### config.mk
export PLATFORM = sky130hd
export DESIGN_NAME = lfsr_arbiter_flat
export DESIGN_NICKNAME = d
export VERILOG_FILES = /design/src/rtl/lfsr_arbiter_pkg.sv /design/src/rtl/lfsr_arbiter_if.sv /design/src/rtl/lfsr_arbiter_rr_arbiter.sv /design/src/rtl/lfsr_arbiter.sv /design/src/flat_wrapper.sv
export SDC_FILE = /design/constraint.sdc
export NUM_CORES = 1
export LEC_CHECK = 0
export BUFFER_PORTS_ARGS = -buffer_cell sky130_fd_sc_hd__buf_2
export CORE_MARGIN = 3
export CORE_UTILIZATION = 50
export CTS_CLUSTER_SIZE = 20
export DETAILED_ROUTE_END_ITERATION = 8
export PLACE_DENSITY = 0.78
export SKIP_CTS_REPAIR_TIMING = 1
export SLEW_MARGIN = 5
export SYNTH_ARGS = -nofsm -noshare
export SYNTH_HDL_FRONTEND = slang
export SYNTH_SLANG_ARGS = --single-unit
### constraint.sdc
create_clock -name clk -period 4.25 [get_ports clk]
set_input_delay 0.6375 -clock clk [delete_from_list [all_inputs] [get_ports clk]]
set_output_delay 0.6375 -clock clk [all_outputs]
set_load 0.02 [all_outputs]
### src/rtl/lfsr_arbiter_pkg.sv
// lfsr_arbiter_pkg: shared types and LFSR step/seed helpers for lfsr_arbiter.
// LFSR_ARBITER_AUG_EN selects the 16-state augmented sequence that includes 0000.
package lfsr_pkg;

    typedef enum logic [1:0] {IDLE, GRANT, GEN} state_t;

    localparam int LFSR_W = 4;
    localparam logic [LFSR_W-1:0] LFSR_ZERO_SUB = 4'h1;

    function automatic logic [LFSR_W-1:0] lfsr_next(input logic [LFSR_W-1:0] s);
`ifdef LFSR_ARBITER_AUG_EN
        return {(~(s[3] | s[2] | s[1]) ^ s[0]) ^ s[3], s[3], s[2], s[1]};
`else
        return {s[1] ^ s[0], s[3], s[2], s[1]};
`endif
    endfunction

    // The plain sequence locks up at zero, so a zero seed is substituted there.
    function automatic logic [LFSR_W-1:0] lfsr_seed(input logic [LFSR_W-1:0] v);
`ifdef LFSR_ARBITER_AUG_EN
        return v;
`else
        return (v == '0) ? LFSR_ZERO_SUB : v;
`endif
    endfunction

endpackage

### src/rtl/lfsr_arbiter_if.sv
// lfsr_arbiter_if: request/grant and random-nibble bus of lfsr_arbiter.
interface lfsr_arbiter_if
    import lfsr_pkg::*;
#(
    parameter int N = 4
);
    logic              tick;
    logic [N-1:0]      req;
    logic              seed_load;
    logic [LFSR_W-1:0] seed;
    logic [N-1:0]      gnt;
    logic              rnd_valid;
    logic [LFSR_W-1:0] rnd_data;
    logic              rnd_last;
    logic              busy;

    modport master (
        output tick, req, seed_load, seed,
        input  gnt, rnd_valid, rnd_data, rnd_last, busy
    );

    modport slave (
        input  tick, req, seed_load, seed,
        output gnt, rnd_valid, rnd_data, rnd_last, busy
    );
endinterface

### src/rtl/lfsr_arbiter_rr_arbiter.sv
// rr_arbiter: combinational round-robin pick, first request at or above ptr with wrap.
module rr_arbiter #(
    parameter int N = 4,
    localparam int PW = $clog2(N)
) (
    input  logic [N-1:0]  req,
    input  logic [PW-1:0] ptr,
    output logic [N-1:0]  onehot,
    output logic [PW-1:0] idx,
    output logic          hit
);
    logic [PW-1:0] k;

    always_comb begin
        onehot = '0;
        idx    = '0;
        hit    = 1'b0;
        k      = '0;
        for (int i = 0; i < N; i++) begin
            k = PW'((int'(ptr) + i) % N);
            if (!hit && req[k]) begin
                hit       = 1'b1;
                idx       = k;
                onehot[k] = 1'b1;
            end
        end
    end
endmodule

### src/rtl/lfsr_arbiter.sv
// lfsr_arbiter: round-robin shared 4-bit LFSR delivering BURST nibbles per grant on tick.
// Define LFSR_ARBITER_AUG_EN for the 16-state augmented step with unmodified zero seed.
module lfsr_arbiter
    import lfsr_pkg::*;
#(
    parameter int                N           = 4,
    parameter int                BURST       = 4,
    parameter logic [LFSR_W-1:0] RESET_STATE = 4'h1
) (
    input  logic           clk,
    input  logic           rst,
    lfsr_arbiter_if.slave  bus
);
    localparam int PW = $clog2(N);

    state_t            state, state_n;
    logic [LFSR_W-1:0] s;
    logic [3:0]        count;
    logic [PW-1:0]     ptr, win, pick_idx;
    logic [N-1:0]      win_oh, pick_oh, gnt;
    logic              pick_hit, held, last_step, valid, last;

    rr_arbiter #(.N(N)) u_rr (
        .req    (bus.req),
        .ptr    (ptr),
        .onehot (pick_oh),
        .idx    (pick_idx),
        .hit    (pick_hit)
    );

    assign held      = |(bus.req & win_oh);
    assign last_step = bus.tick && (count == 4'(BURST - 1));

    always_comb begin
        state_n = state;
        case (state)
            IDLE:    state_n = (!bus.seed_load && pick_hit) ? GRANT : IDLE;
            GRANT:   state_n = held ? GEN : IDLE;
            GEN:     state_n = (!held || last_step) ? IDLE : GEN;
            default: state_n = IDLE;
        endcase
    end

    always_ff @(posedge clk or negedge rst) begin
        if (!rst) begin
            state  <= IDLE;
            s      <= RESET_STATE;
            count  <= '0;
            ptr    <= '0;
            win    <= '0;
            win_oh <= '0;
            gnt    <= '0;
            valid  <= 1'b0;
            last   <= 1'b0;
        end else begin
            state <= state_n;
            valid <= 1'b0;
            last  <= 1'b0;
            if (state == IDLE && bus.seed_load)
                s <= lfsr_seed(bus.seed);
            if (state == IDLE && pick_hit) begin
                win    <= pick_idx;
                win_oh <= pick_oh;
            end
            if (state == GRANT && held) begin
                gnt   <= win_oh;
                count <= '0;
            end
            // An abort (held low) takes priority over a coincident tick.
            if (state == GEN && held && bus.tick) begin
                s     <= lfsr_next(s);
                count <= count + 4'd1;
                valid <= 1'b1;
                last  <= last_step;
            end
            if (state != IDLE && state_n == IDLE) begin
                gnt <= '0;
                ptr <= (win == PW'(N - 1)) ? '0 : win + 1'b1;
            end
        end
    end

    assign bus.gnt       = gnt;
    assign bus.rnd_valid = valid;
    assign bus.rnd_data  = s;
    assign bus.rnd_last  = last;
    assign bus.busy      = (state != IDLE);
endmodule

### src/flat_wrapper.sv
// flat-port wrapper written by rule: the top's interface ports become plain ports
module lfsr_arbiter_flat import lfsr_pkg::*;
#(
    parameter int                N           = 4,
    parameter int                BURST       = 4,
    parameter logic [LFSR_W-1:0] RESET_STATE = 4'h1
)
  (clk, rst, bus_tick, bus_req, bus_seed_load, bus_seed, bus_gnt, bus_rnd_valid, bus_rnd_data, bus_rnd_last, bus_busy);
  lfsr_arbiter_if #(.N(N)) bus_i ();
  input  logic clk;
  input  logic rst;
  input wire logic [$bits(bus_i.tick)-1:0] bus_tick;
  input wire logic [$bits(bus_i.req)-1:0] bus_req;
  input wire logic [$bits(bus_i.seed_load)-1:0] bus_seed_load;
  input wire logic [$bits(bus_i.seed)-1:0] bus_seed;
  output wire logic [$bits(bus_i.gnt)-1:0] bus_gnt;
  output wire logic [$bits(bus_i.rnd_valid)-1:0] bus_rnd_valid;
  output wire logic [$bits(bus_i.rnd_data)-1:0] bus_rnd_data;
  output wire logic [$bits(bus_i.rnd_last)-1:0] bus_rnd_last;
  output wire logic [$bits(bus_i.busy)-1:0] bus_busy;
  assign bus_i.tick = bus_tick;
  assign bus_i.req = bus_req;
  assign bus_i.seed_load = bus_seed_load;
  assign bus_i.seed = bus_seed;
  assign bus_gnt = bus_i.gnt;
  assign bus_rnd_valid = bus_i.rnd_valid;
  assign bus_rnd_data = bus_i.rnd_data;
  assign bus_rnd_last = bus_i.rnd_last;
  assign bus_busy = bus_i.busy;
  lfsr_arbiter #(.N(N), .BURST(BURST), .RESET_STATE(RESET_STATE)) u_core (.clk(clk), .rst(rst), .bus(bus_i));
endmodule
# Yosys cells after proc, flatten, opt, wreduce, memory -nomap -nowiden
# Index checks and enable logic that the tools add are counted.
[totals] out_inout_bits=11 reg_bits=24
[classes] muxes=42 n_reduce_logical=29 addsub=5 bitwise_logic=5 eq_ne=4 magnitude_cmp=8
[ops] operator="$mux W4" count=11
[ops] operator="$logic_and A1 B1 Y1" count=15
[ops] operator="$mux W1" count=15
[ops] operator="$mux W2" count=7
[ops] operator="$lt A2 B3 Y1 const B" count=4
[ops] operator="$or A4 B4 Y4" count=3
[ops] operator="$bmux W1 S2" count=4
[ops] operator="$demux W1 S2" count=4
[ops] operator="$ge A2 B1 Y1 const B" count=4
[ops] operator="$reduce_bool A2 Y1" count=4
[ops] operator="$pmux W2 S3" count=1
[ops] operator="$logic_not A1 Y1" count=5
[ops] operator="$add A2 B1 Y2 const B" count=2
[ops] operator="$add A2 B2 Y2 const B" count=2
[ops] operator="$add A4 B1 Y4 const B" count=1
[ops] operator="$and A4 B4 Y4" count=1
[ops] operator="$eq A2 B2 Y1 const B" count=2
[ops] operator="$eq A4 B2 Y1 const B" count=1
[ops] operator="$logic_not A2 Y1" count=2
[ops] operator="$logic_not A4 Y1" count=1
[ops] operator="$reduce_or A4 Y1" count=1
[ops] operator="$eq A2 B1 Y1 const B" count=1
[ops] operator="$logic_or A1 B1 Y1" count=1
[ops] operator="$xor A1 B1 Y1" count=1

# Logic depth before layout (Yosys ltp)
# Gate-level depths: netlist of run 1.
[depth] word_depth=18 mapped_depth=10

# Hierarchy
# Synthesis of run 1 repeated with hierarchy kept, for this count alone.
[unflattened] hier_cells=136 hier_area_um2=1569.0
[modules_own_cells] mod="lfsr_arbiter" area_each_um2=1149.9 cells_each=91 seq_area_each_um2=601.8 n_inst=1
[modules_own_cells] mod="rr_arbiter" area_each_um2=419.2 cells_each=45 seq_area_each_um2=0.0 n_inst=1

# Worst setup path after synthesis of run 1
# Ideal clock, no wire load.
[synth_timing] path_type="reg2reg" from="register u_core.ptr[1]" to="register u_core.win_oh[0]" path_slack_ns=1.699 path_stages_with_launch=10 period_less_slack_ns=2.551 path_buffers=3 setup_time_ns=0.126 arrival_time_ns=2.425 cell_sequence="dfrtp_1 buf_2 clkinv_1 ha_1 clkbuf_1 mux4_2 buf_6 nand4_1 nand4_1 o32a_1"
[synth_via] elab_chain_cells=13 word_cells_on_any_way=49
[synth_rtl] element="from (decl)" line_no="lfsr_arbiter.sv:19" text="logic [PW-1:0] ptr, win, pick_idx;"
[synth_rtl] element="from (signal assigned)" line_no="lfsr_arbiter.sv:78" text="ptr <= (win == PW'(N - 1)) ? '0 : win + 1'b1;"
[synth_rtl] element="parallel branches: the longest is 13 deep, another holds $lt A2 B3 Y1"
[synth_rtl] element="to (signal assigned)" line_no="lfsr_arbiter.sv:63" text="win_oh <= pick_oh;"
[synth_rtl] element="to (decl)" line_no="lfsr_arbiter.sv:20" text="logic [N-1:0] win_oh, pick_oh, gnt;"
# Parallel ways; which one is timed is not known. The select of a mux whose other input is x is not followed.
# A chain may end at the register's enable or synchronous reset.

# Worst setup path in the final report of run 1
[layout_timing] from="register u_core.ptr[1]" to="register u_core.win_oh[1]"
# The elaborated chain is that of the path after synthesis.

==> results of run 1 <==
-- cell families after synthesis --
kind of cell	after synthesis	share of synthesized area [%]
compound gates	51	22.2
fa+ha+maj	10	7.22
buf+inv	20	5.41
flops	24	34.7
xor+xnor	1	0.505
simple gates	61	19.7
mux	13	10.2
-- state kept, by name (all words and copies together), names as in the netlist --
register	flops
u_core.ptr	2
u_core.bus.rnd_last	1
u_core.state	2
u_core.bus.gnt	4
u_core.win_oh	4
u_core.count	4
u_core.bus.rnd_data	4
u_core.bus.rnd_valid	1
u_core.win	2
-- cell type report --
class	instances	area, µm²
Inverter	8	30.0
Tap cell	44	55.1
Clock buffer	3	22.5
Clock inverter	1	30.0
Fill cell	289	1290
Timing Repair Buffer	22	110
Multi-Input combinational cell	136	1040
Sequential cell	24	602
-- worst reg2reg max path: stages, from the launching register on --
cell	delay, ns
dfrtp_1	0.67
clkinv_1	0.40
ha_1	0.53
mux4_2	0.52
or3_1	0.40
a21oi_1	0.16
o32a_1	0.17
-- power by group --
part / total (W) / internal [W] / switching, W
sequential: 0.000455 / 0.000325 / 0.000130
combinational: 0.000795 / 0.000350 / 0.000445
clock: 0.000170 / 0.0000955 / 0.0000745
-- layer usage --
layer / share of wire (%) / vias up / track usage (%)
met5: 0 / - / 0
met4: 1.1 / 0 / 5.54
met3: 5.6 / 9 / 3.12
met2: 49 / 44 / 32.2
met1: 44 / 694 / 28.1
li1: - / 717 / -
-- worst paths after layout --
path / start / endpoint
max: u_core.ptr[1]$_DFFE_PN0P_ / u_core.win_oh[1]$_DFFE_PN0P_
min: rst / u_core.state[1]$_DFF_PN0_
max reg2reg: u_core.ptr[1]$_DFFE_PN0P_ / u_core.win_oh[1]$_DFFE_PN0P_
min reg2reg: u_core.bus.gnt[2]$_DFFE_PN0P_ / u_core.bus.gnt[2]$_DFFE_PN0P_
max in group asynchronous: rst / u_core.bus.rnd_data[0]$_DFFE_PN1P_
min in group clk: bus_seed_load / u_core.state[0]$_DFF_PN0_
-- stage by stage --
| stage | setup slack (ns) | instances |
|---|---|---|
| final | 1.34 | 238 |
| after floorplan | 1.70 | 180 |
| after global routing | 1.15 | 238 |
| after global placement | 1.46 | 234 |
| after CTS | 1.35 | 238 |
| after detailed placement | 1.39 | 234 |
-- synth_stat cells, types with 2 or more instances --
| cell | instances | area, µm² |
|---|---|---|
| dfrtp_1 | 23 | 576 |
| nand2_1 | 15 | 56.3 |
| a21oi_1 | 12 | 60.1 |
| ha_1 | 10 | 125 |
| a22o_1 | 8 | 70.1 |
| nand4_1 | 8 | 50.1 |
| nor2b_1 | 8 | 50.1 |
| clkbuf_1 | 7 | 26.3 |
| inv_1 | 7 | 26.3 |
| nor2_1 | 7 | 26.3 |
| o21ai_0 | 6 | 30.0 |
| mux2_2 | 5 | 56.3 |
| mux2i_1 | 5 | 50.1 |
| nor3_1 | 5 | 25.0 |
| o32a_1 | 5 | 50.1 |
| a2111o_1 | 4 | 45.0 |
| nor3b_1 | 4 | 30.0 |
| or3_1 | 4 | 25.0 |
| a211oi_1 | 3 | 22.5 |
| a22oi_1 | 3 | 22.5 |
| buf_2 | 3 | 15.0 |
| a21o_1 | 2 | 15.0 |
| a221o_1 | 2 | 20.0 |
| buf_6 | 2 | 22.5 |
| mux4_2 | 2 | 45.0 |
| nand3b_1 | 2 | 15.0 |
| o31ai_1 | 2 | 15.0 |
==> results_dict.tcl, run 1 <==
set metrics [dict create \
    max_clock_freq_ghz 0.344 \
    crit_slowest_cell "dfrtp_1" \
    synth_area_um2 1730 \
    antenna_left 0 \
    cts_buffer_depth 2 \
    outcome "finished clean" \
    synth_flop_cell "dfrtp_1" \
    final_hold_viol_count 0 \
    ys.warnings.count 0 \
    category_of_the_worst_setup_path_capture_point "flop" \
    max_slew.worst_pin.slew_ns 0.952 \
    critical_path_type "flop to flop" \
    dpl_hpwl_um 2870 \
    area.growth.synth_to_final_pct 8.87 \
    final_design_area_no_fill_um2 1890 \
    area_inside_the_core_boundary_um2 3180 \
    count_of_port_buffers_added_during_placement 22 \
    critical_path.max_fanout 18 \
    start_util_pct 54.6 \
    count_of_flip_flops_with_a_built_in_enable_after_synthesis 0 \
    timing.critical_path.arrival_ns 3.18 \
    hold-worst-slack_ns 0.263 \
    grt.total_usage_pct 20.1 \
    synth.yosys.seq_area_share_pct 34.7 \
    total_count_of_max_transition_violations_in_the_final_report 0 \
    critPathLaunchType "flop" \
    final_layout_size_suffix_gt1_share_pct 18.0 \
    irDropWorstVdd_v 0.000447 \
    die_w_um 64.9 \
    grt_pass1_vias 1408 \
    static-leakage-power_nw 0.836 \
    gr-total-overflow 0 \
    post_synth_inst_count 180 \
    worst_slew_margin_rel_pct 36.5 \
    unrepaired_setup_endpoints_after_global_routing "false" \
    floorplan.die.height_um 64.9 \
    fp.dieArea_um2 4210 \
    via_count 1464 \
    worstRegToRegCells 6 \
    number_of_detailed_route_iterations_in_the_first_pass 4 \
    clockRootBuffer "clkbuf_4" \
    numClockSinks 24 \
    power.total_w 0.00142 \
    initialDrtViolationCount 124 \
    routed_len_inst_um 16.6 \
    antenna-diode-count 0 \
    finish.utilization_pct 59.4 \
    ys_ff_latch 24 \
    register_to_register_setup_slack_ns 1.34 \
    routed_wl_um 3940 \
    viasPerCell 6.15 \
    cts.clk_slew.worst_paths_ns 0.14 \
    grt_antenna_before_repair 0 \
    residual_drc 0 \
    std_cell_rows 20 \
    cts-buffers-inserted 3 \
    path_buf_inv 1 \
    setup_viol_count_final 0 \
    crit_family "flip-flops" \
    routabilityCongestion 0.930 \
    setup-tns-final_ns 0 \
    placement.cell_area_um2 1840 \
    htree_levels 1 \
    async_flop_share_pct 100 \
    max_stage_delay_ns 0.67 \
    worst-endpoint-required_ns 4.52 \
    drv.max_cap_violation_count 0 \
    cp_num_cells 6 \
    timing.hold.worst.class "input pin to async pin" \
    p_per_area_nw_per_um2 752 \
    layout_min_cycle_time_ns 2.91 \
    pin_count 23 \
    netlist-cell-type-count 43 \
    path_cells "clkinv_1 -> ha_1 -> mux4_2 -> or3_1 -> a21oi_1 -> o32a_1" \
    most_common_library_cell_in_the_layout_ignoring_fill_and_taps "dfrtp_1" \
    most-common-layout-cells "dfrtp_1, buf_2, nand2_1" \
    grt_max_degree 25 \
    timing.clock.skew_ns 0.00485 \
    synth_nets 202 \
    cts_tree "yes" \
    nNetsFinal 217 \
    synthesized_area_divided_by_synthesized_cell_count_um2 9.63 \
    grt_first_pass_wirelength_um 6660 \
    clkLatencyLatePin_ns 0.33 \
    layout_worst_path_cycle_share_pct 68.4 \
]
Note: power is estimated with default switching activity, not from simulation.
==> inputs of run 2 (changes only) <==
clock period = 2.7 ns   (was 4.25 ns; I/O delays follow)
==> results_dict.tcl, run 2 (synthesis gave the netlist of run 1 again) <==
set metrics [dict create \
    layout_min_cycle_time_ns 2.23 \
    total_count_of_max_transition_violations_in_the_final_report 0 \
    dpl.cell_count 240 \
    drv.max_cap_violation_count 0 \
    grt_max_degree 25 \
    worstRegToRegCells 6 \
    path_buf_inv 1 \
    grt_antenna_before_repair 0 \
    htree_levels 1 \
    clockRootBuffer "clkbuf_4" \
    p_per_area_nw_per_um2 1190 \
    gr-total-overflow 0 \
    numClockSinks 24 \
    number_of_detailed_route_iterations_in_the_first_pass 4 \
    setup-tns-final_ns 0 \
    grt.total_usage_pct 20.4 \
    clkLatencyLatePin_ns 0.32 \
    cts_buffer_depth 2 \
    crit_slowest_cell "mux4_2" \
    antenna_left 0 \
    outcome "finished clean" \
    max_clock_freq_ghz 0.448 \
    max_slew.worst_pin.slew_ns 0.605 \
    unrepaired_setup_endpoints_after_global_routing "false" \
    static-leakage-power_nw 0.865 \
    most-common-layout-cells "dfrtp_1, buf_2, nand2_1" \
    cts.clk_slew.worst_paths_ns 0.13 \
    setup_viol_count_final 0 \
    critPathLaunchType "flop" \
    final_hold_viol_count 0 \
    start_util_pct 54.6 \
    layout_worst_path_cycle_share_pct 82.7 \
    routed_wl_um 4000 \
    via_count 1516 \
    floorplan.die.height_um 64.9 \
    timing.clock.skew_ns 0.00198 \
    critical_path_type "flop to flop" \
    area_inside_the_core_boundary_um2 3180 \
    final_cells 244 \
    cts-buffers-inserted 3 \
    pin_count 23 \
    max_stage_delay_ns 0.51 \
    most_common_library_cell_in_the_layout_ignoring_fill_and_taps "dfrtp_1" \
    timing.critical_path.arrival_ns 2.50 \
    dpl_hpwl_um 2990 \
    viasPerCell 6.21 \
    category_of_the_worst_setup_path_capture_point "flop" \
    worst_slew_margin_rel_pct 59.3 \
    routabilityCongestion 0.955 \
    initialDrtViolationCount 105 \
    crit_family "multiplexers" \
    critical_path.max_fanout 18 \
    fp.dieArea_um2 4210 \
    count_of_port_buffers_added_during_placement 22 \
    routed_len_inst_um 16.4 \
    std_cell_rows 20 \
    cts_tree "yes" \
    final_layout_size_suffix_gt1_share_pct 20.5 \
    path_cells "inv_1 -> ha_1 -> mux4_2 -> or3_1 -> a21oi_1 -> o32a_1" \
    residual_drc 0 \
    irDropWorstVdd_v 0.000754 \
    antenna-diode-count 0 \
    nNetsFinal 223 \
    die_w_um 64.9 \
    timing.hold.worst.class "input pin to async pin" \
    grt_first_pass_wirelength_um 6850 \
    grt_pass1_vias 1488 \
    area.growth.synth_to_final_pct 11.5 \
    cp_num_cells 6 \
    worst-endpoint-required_ns 2.97 \
]
[run 2: cell count changes in the layout (fill, tap and decap cells not counted)]
cell | before | now
buf_4 | 0 | 6
[run 2: metrics by stage]
stage	total power (W)	area, µm²	utilization (%)	worst slack [ns]	hold WS, ns
global route	0.00246	1930	60.8	0.344	0.0712
detailed placement	0.00203	1880	59.2	0.519	0.419
CTS	0.00229	1930	60.8	0.489	0.0578
global placement	0.00195	1880	59.2	0.630	0.402
floorplan	0.00170	1730	-	0.149	0.109
finish	0.00229	1930	60.8	0.467	0.0439
[run 2: layer usage]
layer  wire [µm]  up-vias  track usage, %  share of wire [%]
met3         204        8            2.95                5.1
met5           0        -               0                  0
met4          58        0            9.23                1.5
li1            -      727               -                  -
met2        1990       58            33.7                 50
met1        1750      723            26.1                 44
[run 2: worst reg2reg max path, stage by stage (launching register included)]
cell     delay [ns]
dfrtp_1        0.37
inv_1          0.12
ha_1           0.45
mux4_2         0.51
or3_1          0.41
a21oi_1        0.16
o32a_1         0.18
[run 2: power by group]
group / internal, W / switching (W) / total, W
logic: 0.000598 / 0.000781 / 0.00138
clock network: 0.000150 / 0.000114 / 0.000264
registers: 0.000513 / 0.000138 / 0.000651
[run 2: worst paths after layout]
path | startpoint | to | slack [ns]
worst max register to register | u_core.ptr[0]$_DFFE_PN0P_ | u_core.win_oh[0]$_DFFE_PN0P_ | 0.47
worst min-delay path | rst | u_core.bus.gnt[3]$_DFFE_PN0P_ | 0.04
worst min register to register | u_core.bus.gnt[3]$_DFFE_PN0P_ | u_core.bus.gnt[3]$_DFFE_PN0P_ | 0.51
min in group clk | bus_seed_load | u_core.state[0]$_DFF_PN0_ | 0.24
worst max-delay path | u_core.ptr[0]$_DFFE_PN0P_ | u_core.win_oh[0]$_DFFE_PN0P_ | 0.47
max in group asynchronous | rst | u_core.bus.rnd_data[0]$_DFFE_PN1P_ | 2.29
[run 2: layout make-up]
type                    instances  area (µm²)
well taps                      44        55.1
flip-flops and latches         24         602
inverters                       8        30.0
fillers                       287        1240
clock buffers                   3        22.5
clock inverters                 1        30.0
multi-input cells             136        1040
repair buffers                 28         155
==> inputs of run 3 (changes only) <==
ABC_AREA = 1   (was not set)
clock period = 2.15 ns   (was 2.7 ns; I/O delays follow)
==> results_dict.tcl, run 3 <==
set metrics [dict create \
    outcome "finished clean" \
    power.net_switching_w 0.00148 \
    dp_worst_setup_slack_ns 0.295 \
    critical_path.max_fanout 8 \
    layout_worst_path_cycle_share_pct 87.6 \
    grt_pass1_vias 1311 \
    synth.top_cells.by_count "nand2_1, nand3_1, dfrtp_1" \
    cts_buffer_depth 2 \
    viasPerCell 5.00 \
    nFillCells 298 \
    htree_levels 1 \
    p_per_area_nw_per_um2 1590 \
    area_inside_the_core_boundary_um2 3080 \
    ys.warnings.count 0 \
    via_count 1386 \
    floorplan.die.height_um 63.1 \
    area.growth.synth_to_final_pct 13.3 \
    most-common-layout-cells "nand2_1, nand3_1, dfrtp_1" \
    pwr-share-comb_pct 61.9 \
    irDropWorstVdd_v 0.000549 \
    timing.clock.skew_ns 0.00548 \
    final_hold_viol_count 0 \
    timing.hold.worst.class "input pin to flop" \
    cts_tree "yes" \
    cts.clk_slew.worst_paths_ns 0.13 \
    gr-total-overflow 0 \
    residual_drc 0 \
    worst_slew_margin_rel_pct 65.2 \
    die_w_um 63.1 \
    count_of_port_buffers_added_during_placement 22 \
    worst-endpoint-required_ns 2.38 \
    routabilityCongestion 0.931 \
    ys_ff_latch 24 \
    synth_nets 228 \
    synth.yosys.seq_area_share_pct 36.9 \
    async_flop_share_pct 100 \
    grt_max_degree 25 \
    path_cells "inv_2 -> ha_1 -> inv_1 -> nand2_1 -> nand2_1 -> nor2_4 -> nand3_2 -> nand2_4 -> inv_2 -> nand2_1 -> nand2_1" \
    post_synth_inst_count 206 \
    max_stage_delay_ns 0.51 \
    antenna-diode-count 0 \
    start_util_pct 53.0 \
    initialDrtViolationCount 49 \
    cts-buffers-inserted 3 \
    most_common_library_cell_in_the_layout_ignoring_fill_and_taps "nand2_1" \
    setup_viol_count_final 0 \
    count_of_flip_flops_with_a_built_in_enable_after_synthesis 0 \
    drv.max_cap_violation_count 0 \
    final_layout_size_suffix_gt1_share_pct 22.3 \
    number_of_detailed_route_iterations_in_the_first_pass 4 \
    timing.critical_path.arrival_ns 2.12 \
    fp.dieArea_um2 3980 \
    ys_top_cells_by_area "dfrtp_1, nand2_1, nand3_1, ha_1, inv_1" \
    nNetsFinal 256 \
    crit_slowest_cell "dfrtp_1" \
    total_count_of_max_transition_violations_in_the_final_report 0 \
    synth_top_area_share_pct 35.3 \
    netlist-cell-type-count 28 \
    clockPowerShare_pct 11.2 \
    clkLatencyLatePin_ns 0.32 \
    category_of_the_worst_setup_path_capture_point "flop" \
    dpl_hpwl_um 2610 \
    static-leakage-power_nw 0.992 \
    max_clock_freq_ghz 0.531 \
    clockRootBuffer "clkbuf_4" \
    critical_path_type "flop to flop" \
    synth_flop_cell "dfrtp_1" \
    timing.final.ws_setup_ns 0.266 \
    setup-tns-final_ns 0 \
    grt_first_pass_wirelength_um 5760 \
    cp_common_cell "nand2_1" \
    grt_antenna_before_repair 0 \
    synthesized_area_divided_by_synthesized_cell_count_um2 7.91 \
    pin_count 23 \
    routed_wl_um 3250 \
    synth.most_common_cell "nand2_1" \
    max_slew.worst_pin.slew_ns 0.522 \
    antenna_left 0 \
    synthDominantAreaCellType "dfrtp_1" \
    std_cell_rows 20 \
    routed_len_inst_um 11.7 \
    seq_power_share_pct 26.9 \
    critPathLaunchType "flop" \
    unrepaired_setup_endpoints_after_global_routing "false" \
    power_report.internal_total_w 0.00145 \
    numClockSinks 24 \
    layout_min_cycle_time_ns 1.88 \
    power_switching_share_pct 50.5 \
    grt.total_usage_pct 18.1 \
    synth_area_um2 1630 \
]
[run 3: changes by cell type after synthesis, moves of 5 or more]
cell,delta
mux2_2,-5
o32a_1,-5
clkbuf_1,-7
a22o_1,-8
nand2_1,+43
mux2i_1,-5
nand2_4,+6
nor2b_1,-8
nand3_1,+25
inv_1,+12
[run 3: metal layers]
layer	track usage (%)	vias up	routed length, µm	share of wire (%)
li1	-	736	-	-
met1	25.0	624	1600	49
met2	28.6	20	1540	47
met3	2.50	6	72	2.2
met4	7.16	0	40	1.2
met5	0	-	0	0
[run 3: cell type report]
class	instances	area [µm²]	share of cell area (%)
well taps	44	55.1	2.98
flip-flops and latches	24	602	32.6
clock inverters	1	30.0	1.63
inverters	24	95.1	5.15
clock buffers	3	22.5	1.22
repair buffers	26	143	7.72
multi-input cells	155	900	48.7
[run 3: power by group through the flow]
stage / combinational (W) / clock, W / sequential [W]
after global routing: 0.00206 / 0.000356 / 0.000813
after floorplan: 0.00138 / 0 / 0.000848
final: 0.00181 / 0.000328 / 0.000790
after global placement: 0.00179 / 0 / 0.000792
after detailed placement: 0.00181 / 0 / 0.000800
after CTS: 0.00182 / 0.000340 / 0.000790
[run 3: cell families after synthesis]
family,synth area share (%)
AO/OA/AOI/OAI,9.06
flip-flops,36.9
AND/OR/NAND/NOR,36.8
adder cells (fa/ha/maj),7.67
buffers and inverters,7.90
XOR/XNOR,1.61
[run 3: path summary, 6_finish.rpt]
check                                        startpoint                                 end  slack (ns)  cells past startpoint
hold / removal                            bus_seed_load           u_core.state[0]$_DFF_PN0_        0.16                      2
setup / recovery              u_core.ptr[1]$_DFFE_PN0P_        u_core.win_oh[0]$_DFFE_PN0P_        0.27                     11
setup reg to reg              u_core.ptr[1]$_DFFE_PN0P_        u_core.win_oh[0]$_DFFE_PN0P_        0.27                     11
min in group asynchronous                           rst       u_core.bus.gnt[0]$_DFFE_PN0P_        0.49                      2
max in group asynchronous                           rst  u_core.bus.rnd_data[0]$_DFFE_PN1P_        1.29                      2
hold reg to reg            u_core.win_oh[0]$_DFFE_PN0P_        u_core.win_oh[0]$_DFFE_PN0P_        0.50                      2
[run 3: critical path: cells and delay by family, from the launching register on]
family                   cells  cell delay (ns)
flip-flops                   1             0.51
AND/OR/NAND/NOR              7             0.70
adder cells (fa/ha/maj)      1             0.35
buffers and inverters        3             0.23
[run 3: per-stage QoR]
stage	total power (W)	util [%]	cell area (µm²)	hold WS [ns]	cells
global placement	0.00259	58.0	1780	0.334	272
finish	0.00293	60.0	1850	0.157	277
CTS	0.00295	59.7	1840	-0.0401	276
floorplan	0.00223	-	1630	0.0269	206
global route	0.00323	60.0	1850	0.132	277
detailed placement	0.00261	58.0	1780	0.335	272
